[src/rtl/mac_array_sequencer.sv]
// mac_array_sequencer
//   Tile-level control for the MAC array and its kernel / feature / output
//   register banks. It drives only the control and enable pins; no data
//   passes through this block.
//
//   Tile flow: IDLE -> LOAD_K -> LOAD_F -> SWAP -> COMPUTE -> FLUSH ->
//              WRITEBACK -> DRAIN -> IDLE
//
// Ports
//   clk, arst_n_in            clock, asynchronous active-low reset
//   start                     begin a tile (sampled in IDLE only)
//   kernel_words              kernel rows to load (0 skips LOAD_K), latched
//   tap_count                 taps to accumulate (0 -> 1, clamped), latched
//   a_valid / a_ready         paired a_input/b_input stream handshake
//   kernel_we                 per-bank kernel SRAM write enables
//   kernel_write_addr         kernel SRAM write row
//   kernel_re/kernel_read_addr kernel SRAM read (data valid one cycle later)
//   next_feature_we           Next_Feature register write enables
//   feature_we                Feature <- Next_Feature
//   mux18_select              feature mux select (aligned with mac_valid)
//   mac_valid, mac_accumulate_internal  MAC lane controls
//   output_we                 output register capture
//   out_sel                   output register routed to the port
//   output_valid/output_ready output drain handshake
//   running                   tile in progress
//   done                      one-cycle tile-complete pulse
module mac_array_sequencer #(
    parameter int NB_MACS         = 16,   // must be even
    parameter int NB_FEATURE_REGS = 18,   // must be even and <= 32
    parameter int KERNEL_HEIGHT   = 128
) (
    input  logic                               clk,
    input  logic                               arst_n_in,
    input  logic                               start,
    input  logic [$clog2(KERNEL_HEIGHT+1)-1:0] kernel_words,
    input  logic [4:0]                         tap_count,
    input  logic                               a_valid,
    output logic                               a_ready,
    output logic [NB_MACS-1:0]                 kernel_we,
    output logic [$clog2(KERNEL_HEIGHT)-1:0]   kernel_write_addr,
    output logic [$clog2(KERNEL_HEIGHT)-1:0]   kernel_read_addr,
    output logic                               kernel_re,
    output logic [NB_FEATURE_REGS-1:0]         next_feature_we,
    output logic                               feature_we,
    output logic [4:0]                         mux18_select,
    output logic                               mac_valid,
    output logic                               mac_accumulate_internal,
    output logic                               output_we,
    output logic [$clog2(NB_MACS)-1:0]         out_sel,
    output logic                               output_valid,
    input  logic                               output_ready,
    output logic                               running,
    output logic                               done
);

    localparam int KW_W      = $clog2(KERNEL_HEIGHT + 1);
    localparam int KA_W      = $clog2(KERNEL_HEIGHT);
    localparam int OS_W      = $clog2(NB_MACS);
    localparam int PAIRS_K   = NB_MACS / 2;
    localparam int PAIRS_F   = NB_FEATURE_REGS / 2;
    localparam int PAIRS_MAX = (PAIRS_K > PAIRS_F) ? PAIRS_K : PAIRS_F;
    localparam int PC_W      = (PAIRS_MAX > 1) ? $clog2(PAIRS_MAX) : 1;

    typedef enum logic [2:0] {
        S_IDLE,
        S_LOAD_K,
        S_LOAD_F,
        S_SWAP,
        S_COMPUTE,
        S_FLUSH,
        S_WRITEBACK,
        S_DRAIN
    } state_t;

    // MAC-side controls, delayed one cycle behind the kernel read issue so
    // they line up with the SRAM read data.
    typedef struct packed {
        logic       valid;
        logic       acc;
        logic [4:0] sel;
    } mac_ctrl_t;

    state_t            state_q, state_d;
    logic [PC_W-1:0]   pair_q, pair_d;      // shared by LOAD_K and LOAD_F
    logic [KA_W-1:0]   row_q, row_d;
    logic [4:0]        tap_q, tap_d;
    logic [OS_W-1:0]   out_sel_q, out_sel_d;
    logic [KW_W-1:0]   kwords_q, kwords_d;
    logic [4:0]        taps_q, taps_d;      // clamped tap count, 1..NB_FEATURE_REGS
    logic              done_q, done_d;
    mac_ctrl_t         mac_q, mac_d;

    logic              k_hs;                // kernel-row handshake this cycle
    logic              f_hs;                // feature-pair handshake this cycle

    function automatic logic [4:0] clamp_taps(input logic [4:0] tc);
        if (tc == 5'd0)
            return 5'd1;
        if (int'(tc) > NB_FEATURE_REGS)
            return 5'(NB_FEATURE_REGS);
        return tc;
    endfunction

    // ------------------------------------------------------------------
    // Next-state and combinational controls
    // ------------------------------------------------------------------
    always_comb begin
        state_d      = state_q;
        pair_d       = pair_q;
        row_d        = row_q;
        tap_d        = tap_q;
        out_sel_d    = out_sel_q;
        kwords_d     = kwords_q;
        taps_d       = taps_q;
        done_d       = 1'b0;
        a_ready      = 1'b0;
        k_hs         = 1'b0;
        f_hs         = 1'b0;
        kernel_re    = 1'b0;
        feature_we   = 1'b0;
        output_we    = 1'b0;
        output_valid = 1'b0;

        case (state_q)
            S_IDLE: begin
                if (start) begin
                    kwords_d  = kernel_words;
                    taps_d    = clamp_taps(tap_count);
                    pair_d    = '0;
                    row_d     = '0;
                    tap_d     = '0;
                    out_sel_d = '0;
                    state_d   = (kernel_words != '0) ? S_LOAD_K : S_LOAD_F;
                end
            end

            S_LOAD_K: begin
                a_ready = 1'b1;
                if (a_valid) begin
                    k_hs = 1'b1;
                    if (pair_q == PC_W'(PAIRS_K - 1)) begin
                        pair_d = '0;
                        if (KW_W'(row_q) == kwords_q - KW_W'(1)) begin
                            row_d   = '0;
                            state_d = S_LOAD_F;
                        end else begin
                            row_d = row_q + KA_W'(1);
                        end
                    end else begin
                        pair_d = pair_q + PC_W'(1);
                    end
                end
            end

            S_LOAD_F: begin
                a_ready = 1'b1;
                if (a_valid) begin
                    f_hs = 1'b1;
                    if (pair_q == PC_W'(PAIRS_F - 1)) begin
                        pair_d  = '0;
                        state_d = S_SWAP;
                    end else begin
                        pair_d = pair_q + PC_W'(1);
                    end
                end
            end

            S_SWAP: begin
                feature_we = 1'b1;
                state_d    = S_COMPUTE;
            end

            S_COMPUTE: begin
                kernel_re = 1'b1;
                if (tap_q == taps_q - 5'd1) begin
                    tap_d   = '0;
                    state_d = S_FLUSH;
                end else begin
                    tap_d = tap_q + 5'd1;
                end
            end

            // Carries the last delayed mac_valid before results are captured.
            S_FLUSH: state_d = S_WRITEBACK;

            S_WRITEBACK: begin
                output_we = 1'b1;
                state_d   = S_DRAIN;
            end

            S_DRAIN: begin
                output_valid = 1'b1;
                if (output_ready) begin
                    if (out_sel_q == OS_W'(NB_MACS - 1)) begin
                        out_sel_d = '0;
                        done_d    = 1'b1;
                        state_d   = S_IDLE;
                    end else begin
                        out_sel_d = out_sel_q + OS_W'(1);
                    end
                end
            end

            default: state_d = S_IDLE;
        endcase
    end

    // MAC controls for the tap being issued now; registered below.
    always_comb begin
        mac_d = '0;
        if (kernel_re) begin
            mac_d.valid = 1'b1;
            mac_d.acc   = (tap_q != 5'd0);
            mac_d.sel   = tap_q;
        end
    end

    // ------------------------------------------------------------------
    // State registers
    // ------------------------------------------------------------------
    always_ff @(posedge clk or negedge arst_n_in) begin
        if (!arst_n_in) begin
            state_q   <= S_IDLE;
            pair_q    <= '0;
            row_q     <= '0;
            tap_q     <= '0;
            out_sel_q <= '0;
            kwords_q  <= '0;
            taps_q    <= '0;
            done_q    <= 1'b0;
            mac_q     <= '0;
        end else begin
            state_q   <= state_d;
            pair_q    <= pair_d;
            row_q     <= row_d;
            tap_q     <= tap_d;
            out_sel_q <= out_sel_d;
            kwords_q  <= kwords_d;
            taps_q    <= taps_d;
            done_q    <= done_d;
            mac_q     <= mac_d;
        end
    end

    // ------------------------------------------------------------------
    // Write-enable decode: each handshake writes one even/odd pair.
    // ------------------------------------------------------------------
    for (genvar gi = 0; gi < PAIRS_K; gi++) begin : g_kernel_we
        assign kernel_we[2*gi +: 2] = {2{k_hs && (pair_q == PC_W'(gi))}};
    end

    for (genvar gi = 0; gi < PAIRS_F; gi++) begin : g_feature_we
        assign next_feature_we[2*gi +: 2] = {2{f_hs && (pair_q == PC_W'(gi))}};
    end

    assign kernel_write_addr       = (state_q == S_LOAD_K) ? row_q : '0;
    assign kernel_read_addr        = kernel_re ? KA_W'(tap_q) : '0;
    assign mac_valid               = mac_q.valid;
    assign mac_accumulate_internal = mac_q.acc;
    assign mux18_select            = mac_q.sel;
    assign out_sel                 = out_sel_q;
    assign running                 = (state_q != S_IDLE);
    assign done                    = done_q;

endmodule

[config.mk]
export PLATFORM = sky130hd
export DESIGN_NAME = mac_array_sequencer
export DESIGN_NICKNAME = d
export VERILOG_FILES = /design/src/rtl/mac_array_sequencer.sv
export SDC_FILE = /design/constraint.sdc
export NUM_CORES = 1
export LEC_CHECK = 0
export ABC_AREA = 1
export CAP_MARGIN = 0
export CORE_MARGIN = 3
export CORE_UTILIZATION = 40
export CTS_BUF_LIST = sky130_fd_sc_hd__clkbuf_8
export DETAILED_ROUTE_END_ITERATION = 8
export GPL_ROUTABILITY_DRIVEN = 0
export MAX_ROUTING_LAYER = met4
export PLACE_DENSITY = 0.73
export SYNTH_ARGS = -nofsm -noshare
export SYNTH_HDL_FRONTEND = slang
export SYNTH_SLANG_ARGS = --single-unit
[constraint.sdc]
create_clock -name clk -period 2.2 [get_ports clk]
set_clock_uncertainty 0.2 [all_clocks]
set_input_delay 0.55 -clock clk [delete_from_list [all_inputs] [get_ports clk]]
set_output_delay 0.55 -clock clk [all_outputs]
set_load 0.02 [all_outputs]
==> impl_metrics.ini, run 1 <==
[pwr]
finalPower_w = 0.00523
ir_drop_mv = 0.483
power_density_nw_per_um2 = 1140
leakagePower_nw = 2.29

[clock_tree]
cts.clk_slew.worst_paths_ns = 0.09
clk_path_buf_depth = 2
clockRootBuffer = clkbuf_8
h-tree-depth = 2
cts_tree = yes
clock_sinks = 44
numCtsBuffers = 5
clk_latency_ns = 0.30

[route]
wirelength_um = 8350
post-route-drc-count = 0
ant_nets = 0
wl_per_cell_um = 13.0
vias = 3094
drt_iter0_markers = 138
first_pass_iters = 4
vias_per_cell = 4.80

[cells_and_area]
multi_input_area_sq_um = 1800
fillCellCount = 627
fin_cells = 645
final_cell_mix = 104 x nand2_1, 78 x buf_4, 54 x inv_1
drive_gt1_share_pct = 35.0
post-route-util_pct = 62.4
antenna_cells = 0
seq_area_sq_um = 1100
mostFrequentLayoutCell = nand2_1
nets = 577
area_delta_synth_final_pct = 49.6

[floorplan]
die_h_um = 93.7
core_area_sq_um = 7370
rows = 31
start_util_pct = 41.7
die_width_um = 93.7
ios = 84
dieArea_sq_um = 8770

[placement]
place.detailed.hpwl_um = 5990
port_buffers = 81
place_inst = 627

[timing]
tns_ns = -3.95
drv_slew = 0
hold_viol = 0
tightestPinTransition_ns = 0.588
finalWorstSetupSlack_ns = -0.147
setup-violations-final = 41
fin_hold_ws_ns = 0.124
fin_crit_ns = 2.35
slew_headroom_pct = 60.8
fmax_mhz = 426
rsz0062_at_grt = yes
period_share_pct = 107

[critical_path]
crit_required_ns = 1.45
worstPathCellList = buf_6 > ha_4 > inv_2 > nor2_4 > nand2_4 > nor2_4 > buf_4
rrSetupSlack_ns = 0.10
crit_path_frequent_cell = nor2_4
slowest_stage = dfrtp_1
end_kind = output pin
r2r-start = state_q[1]
critical-path-max-stage-delay_ns = 0.40
crit_fanout = 5
arrival_ns = 1.60
rr_endpoint = row_q[6]
reg2regPathDepth = 13
crit_buf_inv = 3
worst-setup-path-type = register to output pin
startpoint_type = register
critical-path-top-delay-family = simple AND/OR/NAND/NOR gates

[yosys]
yosys_warnings = 0
ys_ff_latch = 44
ys_seq_area_share_pct = 35.8
synth_cell_types = 38
syn-instance-count = 433
syn_area_per_cell_sq_um = 7.10
syn_area_sq_um = 3070

[flow_run]
max_cap_viol_count = 0

[global_route]
grt_overflow = 0
grt_start_max_net_pins = 45
track_usage_pct = 18.9
antenna_found_initial = 0
grt_first_pass_wirelength_um = 13300
grt_pass1_vias = 3013

[run_status]
status = complete, but fails checks
violations = setup timing

[hold_path]
min_path_type = input pin to asynchronous set/reset pin
[worst reg2reg max path, stage by stage, from the launching register on]
cell and delay [ns]:
dfrtp_1 0.40, inv_1 0.10, buf_4 0.15, ha_4 0.16
buf_4 0.14, inv_2 0.07, nor2_4 0.04, nand2_2 0.08
o21ai_2 0.07, nor2_4 0.21, nand3_2 0.12, o21ai_2 0.13
nand2_1 0.07, a21oi_1 0.11
[how the worst max path moves through the flow]
stage                                     end        from  cells past startpoint  slack [ns]
after floorplan                 kernel_we[15]  state_q[1]                      7       -0.04
after global placement     next_feature_we[0]     a_valid                      5       -0.62
after detailed placement  next_feature_we[10]     a_valid                      5       -0.67
after CTS                 next_feature_we[14]  state_q[1]                      7       -0.17
after global routing             kernel_we[4]  state_q[1]                      7       -0.22
final                      next_feature_we[4]  state_q[1]                      7       -0.15
[final cells by class]
class | instances | area share [%]
clock inverter | 3 | 1.96
multi-input combinational | 295 | 39.2
clock buffer | 5 | 1.50
timing repair buffer | 134 | 25.3
sequential | 44 | 24.0
tap | 99 | 2.70
inverter | 65 | 5.36
[where the power goes]
| part | total, W | internal (W) | leakage, nW | switching (W) |
|---|---|---|---|---|
| clock | 0.000867 | 0.000568 | 0.0784 | 0.000299 |
| combinational | 0.00313 | 0.00135 | 1.63 | 0.00178 |
| sequential | 0.00123 | 0.00102 | 0.584 | 0.000212 |
| total | 0.00523 | 0.00294 | 2.29 | 0.00229 |
[state kept, by name, indices dropped and copies added (netlist names)]
register                 flops
row_q                        7
mac_valid                    1
out_sel                      4
kwords_q                     8
taps_q                       5
pair_q                       4
state_q                      3
mux18_select                 5
done                         1
tap_q                        5
mac_accumulate_internal      1
[cell usage after synthesis, drive strengths merged]
| cell | count | share of area (%) |
|---|---|---|
| nand2 | 118 | 15 |
| nor2 | 66 | 8.7 |
| inv | 65 | 8.0 |
| dfrtp | 44 | 36 |
| buf | 30 | 7.8 |
| nand3 | 29 | 4.9 |
| o21ai | 27 | 4.9 |
| a21oi | 14 | 2.6 |
| ha | 14 | 5.7 |
| xor2 | 7 | 2.0 |
| nand4 | 3 | 0.61 |
| xnor2 | 3 | 0.86 |
| a22o | 2 | 0.57 |
| a21boi | 1 | 0.37 |
| a221oi | 1 | 0.29 |
| a41oi | 1 | 0.29 |
| clkbuf | 1 | 0.12 |
| conb | 1 | 0.12 |
| nor3 | 1 | 0.16 |
| nor4 | 1 | 0.20 |
| o2111ai | 1 | 0.29 |
| o211ai | 1 | 0.24 |
| o21a | 1 | 0.29 |
| o22ai | 1 | 0.20 |
[metrics by stage]
| step | worst slack (ns) | instance area [sq um] |
|---|---|---|
| 3_5_place_dp | -0.670 | 4170 |
| 3_3_place_gp | -0.620 | 4170 |
| 5_1_grt | -0.216 | 4600 |
| 2_1_floorplan | -0.0410 | 3150 |
| 4_1_cts | -0.171 | 4380 |
| 6_report | -0.147 | 4600 |
[logic make-up after synthesis]
group,count (synthesis),share of synthesized area (%)
other cells,1,0.122
simple gates,218,29.5
xor+xnor,10,2.85
fa+ha+maj,14,5.70
flops,44,35.8
buf+inv,96,16.0
compound gates,50,10.1
[layer usage]
metal	vias up	GRT usage, %	part of all wire, %
met2	87	33.5	52
met4	0	5.17	1.7
met5	-	-	0
met1	1440	21.8	41
met3	21	3.93	4.9
li1	1546	-	-
[repair_timing]
item | in CTS | in global routing
gates resized for setup | 301 | 52
hold buffers | 0 | 0
buffers inserted | 3 | 6
pin swaps | 5 | 7
cloned | 1 | 0
setup endpoints to repair | 53 | 75
(Power assumes the default switching activity.)
==> run 2: changes to the inputs <==
Settings changed: ABC_AREA 1 to unset, PLACE_DENSITY 0.73 to 0.74.
==> impl_metrics.ini, run 2 <==
[timing]
period_share_pct = 114
rsz0062_at_grt = yes
hold_viol = 0
finalWorstSetupSlack_ns = -0.305
fin_crit_ns = 2.50
drv_slew = 0
fin_hold_ws_ns = 0.0146
fmax_mhz = 399
setup-violations-final = 62

[cells_and_area]
fin_cells = 582
drive_gt1_share_pct = 55.3
top_register = kwords_q
antenna_cells = 0
reg_top3 = kwords_q (8), row_q (7)
mostFrequentLayoutCell = buf_4
final_cell_mix = 77 x buf_4, 73 x buf_6, 43 x dfrtp_1
area_delta_synth_final_pct = 78.8
nets = 518
largest_reg_flops = 8
fillCellCount = 445

[critical_path]
worst-setup-path-type = register to register
reg2regPathDepth = 8
cp-startpoint = state_q[1]
rr_endpoint = state_q[2]
r2r-start = state_q[1]
startpoint_type = register
crit_required_ns = 2.18
end_kind = register
arrival_ns = 2.49
crit_end = state_q[2]
rrSetupSlack_ns = -0.30
crit_fanout = 4

[clock_tree]
clk_latency_ns = 0.30
numCtsBuffers = 5
cts-hold-fix-buffers = 0
cts_tree = yes
cts.clk_slew.worst_paths_ns = 0.09
clock_sinks = 44
h-tree-depth = 2
clk_path_buf_depth = 2
clockRootBuffer = clkbuf_8

[yosys]
ys_seq_area_share_pct = 37.3
ys_top_cells_by_count = 44 x dfrtp_1, 30 x nand2_1, 24 x buf_4
synth.most_common_cell = dfrtp_1
yosys_warnings = 0
synth_cell_types = 52
synth_top_flop_cell = dfrtp_1
syn_area_sq_um = 2950
yosysTopAreaCellShare_pct = 37.3
synth_area_leader_cell = dfrtp_1
synth_edf_count = 0
ys_ff_latch = 44
ys_top_cells_by_area = dfrtp_1 37%, buf_4 6.1%, ha_1 5.9%
syn_area_per_cell_sq_um = 8.98
synthArstFlopShare_pct = 100
syn-instance-count = 329

[floorplan]
start_util_pct = 42.3
dieArea_sq_um = 8450
rows = 30
die_h_um = 91.9
die_width_um = 91.9
core_area_sq_um = 6980
ios = 84

[placement]
dp_slack_ns = -0.744
port_buffers = 81
place_inst = 546
place.detailed.hpwl_um = 5830

[route]
vias = 3010
post-route-drc-count = 0
wl_per_cell_um = 16.7
wirelength_um = 9740
vias_per_cell = 5.17
drt_iter0_markers = 121
ant_nets = 0
first_pass_iters = 4

[flow_run]
max_cap_viol_count = 0

[hold_path]
min_path_type = input pin to asynchronous set/reset pin

[global_route]
grt_overflow = 0
grt_start_max_net_pins = 45
grt_pass1_vias = 2914
track_usage_pct = 20.9
grt_first_pass_wirelength_um = 13900
antenna_found_initial = 0

[run_status]
status = complete, but fails checks
violations = setup timing

[pwr]
leakagePower_nw = 2.45
ir_drop_mv = 0.293
power_density_nw_per_um2 = 448
==> run 2: cell types whose count changed in the layout (fill, tap and decap cells not counted), moves of 12 or more <==
cell     previous run  this run
o21ai_0            22        10
nand2_1           104        26
buf_6              24        73
and2_4              0        16
nor2_1             35        10
inv_1              54        11
nand3_1            23         6
==> run 2: area by class of cell <==
type / instances / area, sq um / area share, %
Clock buffer: 5 / 68.8 / 1.30
Clock inverter: 2 / 8.76 / 0.166
Inverter: 16 / 62.6 / 1.18
Multi-Input combinational cell: 236 / 2170 / 41.1
Sequential cell: 44 / 1100 / 20.9
Tap cell: 96 / 120 / 2.27
Timing Repair Buffer: 183 / 1750 / 33.1
==> run 2: cells by family (layout without fill, tap and decap cells) <==
group,after synthesis,after routing,synth area share (%)
buffers and inverters,50,206,9.49
and+or+nand+nor,136,136,24.2
muxes,13,13,4.79
AOI/OAI and AO/OA,52,52,12.2
DFF,44,44,37.3
xor gates and xnor gates,19,19,5.89
adders and majority gates,14,14,5.93
other,1,2,0.127
==> run 2: through the flow <==
step	instance area, sq um	utilization, %	setup TNS (ns)	total power, W
finish	5280	75.6	-10.10	0.00236
detailed placement	4300	61.6	-33.46	0.00158
CTS	4780	68.5	-8.34	0.00220
global placement	4300	61.6	-31.32	0.00157
global route	5280	75.6	-14.43	0.00247
floorplan	3020	-	-2.61	0.00126
==> run 2: how the worst min path moves through the flow <==
stage	endpoint	slack (ns)	cells after the start
6_report	done	0.01	2
5_1_grt	done	0.03	2
4_1_cts	kwords_q[5]	0.03	2
3_5_place_dp	taps_q[1]	0.31	2
3_3_place_gp	taps_q[1]	0.30	2
2_1_floorplan	done	0.05	0
==> run 2: repair_timing <==
| action | CTS | global route |
|---|---|---|
| pin swaps | 30 | 36 |
| buffers inserted | 18 | 12 |
| setup endpoints to repair | 66 | 67 |
| gates resized for setup | 340 | 121 |
==> run 2: critical path: stages, from the launching register on <==
cell and delay, ns:
dfrtp_1 0.43, buf_6 0.14, ha_4 0.17, nor2b_4 0.14
o21ai_1 0.11, a32oi_2 0.10, or4_4 0.55, or3_1 0.33
a22o_1 0.22
==> run 2: routing by layer <==
layer	up-vias	track usage [%]	part of all wire, %
li1	1414	-	-
met1	1467	23.4	37
met2	111	37.8	55
met3	18	4.27	5.5
met4	0	5.82	2.0
met5	-	-	0
==> run 2: report_power, final <==
group,internal (W),switching (W),leakage (nW)
Sequential,0.000858,0.0000640,0.560
Clock,0.000212,0.000285,0.0452
Combinational,0.000485,0.000461,1.85
